### config.mk
export PLATFORM = sky130hd
export DESIGN_NAME = udt_connect
export DESIGN_NICKNAME = d
export VERILOG_FILES = /design/src/rtl/udt_connect.sv
export SDC_FILE = /design/constraint.sdc
export NUM_CORES = 1
export LEC_CHECK = 0
export ABC_AREA = 0
export BUFFER_PORTS_ARGS = -buffer_cell sky130_fd_sc_hd__clkbuf_2
export CAP_MARGIN = 10
export CORE_AREA = 2 2 134 84
export CTS_BUF_LIST = sky130_fd_sc_hd__clkbuf_4 sky130_fd_sc_hd__clkbuf_8
export DETAILED_ROUTE_END_ITERATION = 10
export DIE_AREA = 0 0 136 86
export PLACE_DENSITY_LB_ADDON = 0.1
export SKIP_LAST_GASP = 1
export SLEW_MARGIN = 0
export SYNTH_ARGS = -nofsm -noshare
export SYNTH_HDL_FRONTEND = slang
export SYNTH_SLANG_ARGS = --single-unit
### constraint.sdc
create_clock -name clk -period 5.1 [get_ports clk]
set_input_delay 1.02 -clock clk [delete_from_list [all_inputs] [get_ports clk]]
set_output_delay 1.02 -clock clk [all_outputs]
set_load 0.01 [all_outputs]
### src/rtl/udt_connect.sv
// rtl/udt_connect.sv - UDT caller-side two-phase handshake initiator
// Purpose: drives the request/response handshake against a UDT listener,
//   with per-request timeout, full-handshake retries and final status.
// Ports:
//   clk, rst_n                 clock, asynchronous active-low reset
//   start, close               control pulses from the socket layer
//   client_type_en/_type/_cookie  one-cycle request strobe to the listener
//   serve_type_en/_type/_cookie   listener response
//   busy, connected, fail      status levels
//   retry_cnt                  restarts taken in the current attempt
module udt_connect #(
  parameter int TIMEOUT   = 32,
  parameter int MAX_RETRY = 3
) (
  input  logic                             clk,
  input  logic                             rst_n,
  input  logic                             start,
  input  logic                             close,
  output logic                             client_type_en,
  output logic [31:0]                      client_type,
  output logic [31:0]                      client_cookie,
  input  logic                             serve_type_en,
  input  logic [31:0]                      serve_type,
  input  logic [31:0]                      serve_cookie,
  output logic                             busy,
  output logic                             connected,
  output logic                             fail,
  output logic [$clog2(MAX_RETRY+1)-1:0]   retry_cnt
);

  localparam int TW = $clog2(TIMEOUT + 1);
  localparam int RW = $clog2(MAX_RETRY + 1);
  localparam logic [TW-1:0] TIMER_LAST = TW'(TIMEOUT - 1);
  localparam logic [TW-1:0] TIMER_MAX  = {TW{1'b1}};
  localparam logic [RW-1:0] RETRY_LAST = RW'(MAX_RETRY);
  localparam logic [31:0]   TYPE_PH1   = 32'h0000_0000;
  localparam logic [31:0]   TYPE_RSP1  = 32'h0000_0001;
  localparam logic [31:0]   TYPE_PH2   = 32'hFFFF_FFFF;

  localparam logic [2:0] S_IDLE  = 3'd0;
  localparam logic [2:0] S_REQ1  = 3'd1;
  localparam logic [2:0] S_WAIT1 = 3'd2;
  localparam logic [2:0] S_REQ2  = 3'd3;
  localparam logic [2:0] S_WAIT2 = 3'd4;
  localparam logic [2:0] S_RETRY = 3'd5;
  localparam logic [2:0] S_CONN  = 3'd6;
  localparam logic [2:0] S_FAIL  = 3'd7;

  logic [2:0]    state_q, state_d;
  logic [TW-1:0] timer_q, timer_d;
  logic [31:0]   cookie_q, cookie_d;
  logic [RW-1:0] retry_q, retry_d;
  logic          en_q, en_d;
  logic [31:0]   type_q, type_d;
  logic [31:0]   ck_out_q, ck_out_d;
  logic          busy_q, busy_d;
  logic          conn_q, conn_d;
  logic          fail_q, fail_d;

  logic rsp1_ok, rsp2_ok, timed_out;

  assign rsp1_ok   = serve_type_en && (serve_type == TYPE_RSP1);
  assign rsp2_ok   = serve_type_en && (serve_type == TYPE_PH2);
  assign timed_out = (timer_q == TIMER_LAST);

  always_comb begin
    state_d  = state_q;
    timer_d  = timer_q;
    cookie_d = cookie_q;
    retry_d  = retry_q;
    case (state_q)
      S_IDLE: begin
        if (start) begin
          state_d  = S_REQ1;
          retry_d  = '0;
          cookie_d = '0;
        end
      end
      S_REQ1: begin
        state_d = S_WAIT1;
        timer_d = '0;
      end
      S_WAIT1: begin
        // A valid response wins even on the final wait cycle.
        if (rsp1_ok) begin
          cookie_d = serve_cookie;
          state_d  = S_REQ2;
        end else if (timed_out) begin
          state_d = S_RETRY;
        end else if (timer_q != TIMER_MAX) begin
          timer_d = timer_q + 1'b1;
        end
      end
      S_REQ2: begin
        state_d = S_WAIT2;
        timer_d = '0;
      end
      S_WAIT2: begin
        if (rsp2_ok) begin
          state_d = S_CONN;
        end else if (timed_out) begin
          state_d = S_RETRY;
        end else if (timer_q != TIMER_MAX) begin
          timer_d = timer_q + 1'b1;
        end
      end
      S_RETRY: begin
        if (retry_q == RETRY_LAST) begin
          state_d = S_FAIL;
        end else begin
          retry_d  = retry_q + 1'b1;
          cookie_d = '0;
          state_d  = S_REQ1;
        end
      end
      S_CONN: begin
        if (close) begin
          state_d = S_IDLE;
          retry_d = '0;
        end
      end
      S_FAIL: begin
        if (close || start) begin
          state_d = S_IDLE;
          retry_d = '0;
        end
      end
      default: state_d = S_IDLE;
    endcase
  end

  // The phase-1 strobe is launched as REQ1 is entered; the phase-2 strobe is
  // launched while leaving REQ2 so it carries the cookie captured one cycle
  // earlier.
  always_comb begin
    en_d     = (state_d == S_REQ1) || (state_q == S_REQ2);
    type_d   = (state_q == S_REQ2) ? TYPE_PH2 : TYPE_PH1;
    ck_out_d = (state_q == S_REQ2) ? cookie_q : 32'h0;
    busy_d   = (state_d != S_IDLE) && (state_d != S_CONN) && (state_d != S_FAIL);
    conn_d   = (state_d == S_CONN);
    fail_d   = (state_d == S_FAIL);
  end

  always_ff @(posedge clk or negedge rst_n) begin
    if (!rst_n) begin
      state_q  <= S_IDLE;
      timer_q  <= '0;
      cookie_q <= '0;
      retry_q  <= '0;
      en_q     <= 1'b0;
      type_q   <= '0;
      ck_out_q <= '0;
      busy_q   <= 1'b0;
      conn_q   <= 1'b0;
      fail_q   <= 1'b0;
    end else begin
      state_q  <= state_d;
      timer_q  <= timer_d;
      cookie_q <= cookie_d;
      retry_q  <= retry_d;
      en_q     <= en_d;
      type_q   <= type_d;
      ck_out_q <= ck_out_d;
      busy_q   <= busy_d;
      conn_q   <= conn_d;
      fail_q   <= fail_d;
    end
  end

  assign client_type_en = en_q;
  assign client_type    = type_q;
  assign client_cookie  = ck_out_q;
  assign busy           = busy_q;
  assign connected      = conn_q;
  assign fail           = fail_q;
  assign retry_cnt      = retry_q;

endmodule
==> impl_summary.log <==
INFO  metric yosys_register_bits = 80
INFO  metric number_of_cts_inserted_buffers = 9
INFO  metric clock-sinks = 80
INFO  metric cts-htree-levels = 3
INFO  metric ff2ff_path_depth = 5
INFO  metric maxCapViolCount = 0
INFO  metric critical_path.reg2reg.endpoint = cookie_q[10]
INFO  metric number_of_stages_on_the_worst_setup_path = 6
INFO  metric crit_path_end_kind = flop
INFO  metric report.power.total = 1697 uW
INFO  metric power.share.clock = 0.274
INFO  metric rr_startpoint = state_q[2]
INFO  metric post_cts_setup_repair_bufs = 0
INFO  metric width_of_the_die = 136 um
INFO  metric synth_sequential_area_ratio = 0.5614
INFO  metric grt_pass1_vias = 2,464
INFO  metric worst-setup-path-type = primary input to flop
INFO  metric synth_area_leader_cell = sky130_fd_sc_hd__dfrtp_1
INFO  metric num_rows = 29
INFO  metric total_net_switching_power = 603.8 uW
INFO  metric static-leakage-power = 0.002298 uW
INFO  metric critical-path-top-delay-family = simple AND/OR/NAND/NOR gates
INFO  metric io_buffer_count = 138
INFO  metric power_per_cell_area = 390.7 mW/mm^2
INFO  metric critical_path_start = serve_type[1]
INFO  metric cp.arrival = 3090 ps
INFO  metric area_delta_synth_final = 21.79%
INFO  metric timing.critical_path.fanout_max = 18
INFO  metric power.share.switching = 0.3559
INFO  metric timing.hold.worst_path_depth = 1
INFO  metric required = 5380 ps
INFO  metric synth.cell_area = 0.003566 sq mm
INFO  metric maximum_number_of_pins_on_one_net_before_global_route_repair = 81
INFO  metric place.detailed.hpwl = 5631 um
INFO  metric timing.fmax = 355.8 MHz
INFO  metric detail_route.iter0.violations = 173
INFO  metric clock-skew-final = 8.641 ps
INFO  metric path_clk_slew = 80 ps
INFO  metric cts.hold.buffers_added = 0
INFO  metric crit_path_max_incr_delay = 880 ps
INFO  metric globalRouteTotalUtil = 0.1399
INFO  metric drive_above_1_share = 0.4111
INFO  metric slew_violations = 0
INFO  metric tightest_slew = 1004 ps
INFO  metric critical_path.startpoint_type = primary input
INFO  metric synthDistinctLibCells = 44
INFO  metric yosys-top-cells-area = sky130_fd_sc_hd__dfrtp_1, sky130_fd_sc_hd__a22o_1, sky130_fd_sc_hd__buf_4
INFO  metric final.period_utilization = 0.5511
INFO  metric timing.max_slew.rel_slack = 0.3305
INFO  metric detailroute.via_count = 2,596
INFO  metric sequentialPowerShare = 0.437
INFO  metric io_pins = 139
INFO  metric grt_overflow_total = 0
INFO  metric clkLatencyLatePin = 340 ps
INFO  metric synth_warnings = 0
INFO  metric synthDominantCellAreaShare = 0.5614
INFO  metric antennaDiodeCount = 0
INFO  metric clock_path_buffers = 2
INFO  metric final_core_util = 0.4185
INFO  metric dp_worst_setup_slack = 1919 ps
INFO  metric critPathBufInv = 2
INFO  metric totalWireLength = 7878 um
INFO  metric synth_nets = 375
INFO  metric min_path_type = flop to flop
INFO  metric ff2ff_setup_slack = 2600 ps
INFO  metric clockRootBuffer = sky130_fd_sc_hd__clkbuf_8
INFO  metric cts_tree = done
INFO  metric synthesis.area_per_instance = 11.73 sq um
INFO  metric cts_resized = 0
INFO  metric report.final.hold_viol_count = 0
INFO  metric place.gp.congestion = 0.8135
INFO  metric grt_pass1_wl = 12,650 um
INFO  metric fp.dieArea = 0.01170 sq mm
INFO  metric setup_total_negative_slack = 0 ps
INFO  metric intPower = 1093 uW
INFO  metric wl_per_cell = 14.19 um
INFO  metric final.min_clock_period = 2811 ps
INFO  metric syn_inst = 304
INFO  metric antenna_found_initial = 0
INFO  metric antenna_violating_nets_post_route = 0
INFO  metric grt_setup_unrepaired = false
INFO  metric fillers = 1,044
INFO  metric detail_route.first_pass.iterations = 4
INFO  metric setup-violations-final = 0
INFO  metric outcome = complete, no violations
INFO  metric design.core.area = 0.01038 sq mm
INFO  metric start_util = 0.3436
INFO  metric critical_path.endpoint = cookie_q[10]
INFO  metric finalWorstSetupSlack = 2289 ps
INFO  metric nNetsFinal = 482
INFO  metric pwr-share-comb = 0.289
INFO  metric irDropWorstVdd = 0.1927 mV
INFO  metric vias_per_cell = 4.677
INFO  metric die_h = 86 um
INFO  metric detail_route.drc_violations = 0
INFO  metric worst_hold_launch = cookie_q[27]
INFO  metric timing.critical_path.cells = clkbuf_2 -> nor4_2 -> nand4_2 -> nor4_4 -> buf_4 -> a22o_1
INFO  metric critical-path-slowest-cell = sky130_fd_sc_hd__nor4_4
[worst reg2reg max path, cell delays in order, from the launching register on]
cell and delay [ps]:
sky130_fd_sc_hd__dfrtp_1 600, sky130_fd_sc_hd__nor2_1 270, sky130_fd_sc_hd__nand2_1 130, sky130_fd_sc_hd__nor4_4 880, sky130_fd_sc_hd__buf_4 390, sky130_fd_sc_hd__a22o_1 180
[sequential cells by signal, summed over array words and instances (netlist names)]
name / cells
fail: 1
client_type_en: 1
busy: 1
timer_q: 6
connected: 1
state_q: 3
client_type: 1
cookie_q: 32
client_cookie: 32
retry_cnt: 2
[cell families after synthesis]
family / count (synthesis) / share of synthesized area
AOI/OAI and AO/OA: 66 / 0.1498
adders and majority gates: 2 / 0.007016
buffers and inverters: 52 / 0.09649
DFF: 80 / 0.5614
muxes: 6 / 0.01684
and+or+nand+nor: 98 / 0.1684
[routing by layer]
| layer | wire length, um | part of all wire | vias up | track usage |
|---|---|---|---|---|
| met4 | 42 | 0.0053 | 0 | 0.03314 |
| li1 | - | - | 1272 | - |
| met3 | 551 | 0.070 | 5 | 0.04965 |
| met5 | 0 | 0 | - | 0 |
| met1 | 4041 | 0.51 | 1244 | 0.2129 |
| met2 | 3242 | 0.41 | 75 | 0.1873 |
[synthesized netlist by cell type (all sizes together)]
master	instances
a21boi	1
a21oi	8
a22o	32
a22oi	1
a2bb2oi	1
a311o	1
a311oi	2
a31oi	2
a32oi	2
and2	33
and2b	1
and3	4
buf	40
clkbuf	5
dfrtp	80
ha	2
inv	7
mux2i	6
nand2	15
nand2b	5
nand3	6
nand4	10
nor2	8
nor3	5
nor4	9
o211ai	1
o21a	2
o21ai	7
o21bai	1
o22ai	1
o31a	1
o31ai	2
o41ai	1
or2	1
or3	1
[layout make-up]
cell class | count | area, sq um | area share
repair buffers | 141 | 715.7 | 0.1648
well taps | 139 | 173.9 | 0.04005
multi-input cells | 172 | 1225 | 0.2820
clock inverters | 6 | 68.82 | 0.01585
flip-flops and latches | 80 | 2002 | 0.4610
clock buffers | 10 | 131.4 | 0.03025
inverters | 7 | 26.28 | 0.006050
[through the flow]
step           hold slack (ps)  instance area, sq um  instances
6_report                 481.9                  4343        555
5_1_grt                  501.7                  4343        555
4_1_cts                  483.4                  4343        555
3_5_place_dp             467.6                  4143        539
3_3_place_gp             461.9                  4143        539
2_1_floorplan            454.5                  3566        304
[power groups by stage]
stage / combinational, uW / clock (uW) / sequential, uW
3_3_place_gp: 492 / 0 / 754
2_1_floorplan: 443 / 0 / 721
6_report: 490 / 465 / 742
4_1_cts: 496 / 484 / 741
5_1_grt: 543 / 513 / 752
3_5_place_dp: 494 / 0 / 753
[how the worst min path moves through the flow]
stage	slack, ps	to
after CTS	480	client_cookie[27]
final	480	client_cookie[27]
after detailed placement	470	client_cookie[25]
after global routing	500	client_cookie[22]
after global placement	460	client_cookie[23]
after floorplan	450	client_cookie[10]
[layout by cell type, fill, tap and decap left out, drive strengths merged, types with 5 or more instances in the layout]
master	netlist	routed
a21oi	8	8
a22o	32	32
and2	33	33
clkbuf	5	147
dfrtp	80	80
inv	7	8
mux2i	6	6
nand2	15	15
nand2b	5	5
nand3	6	6
nand4	10	10
nor2	8	8
nor3	5	5
nor4	9	9
o21ai	7	7
No activity file was read; power rests on OpenSTA's default activity.
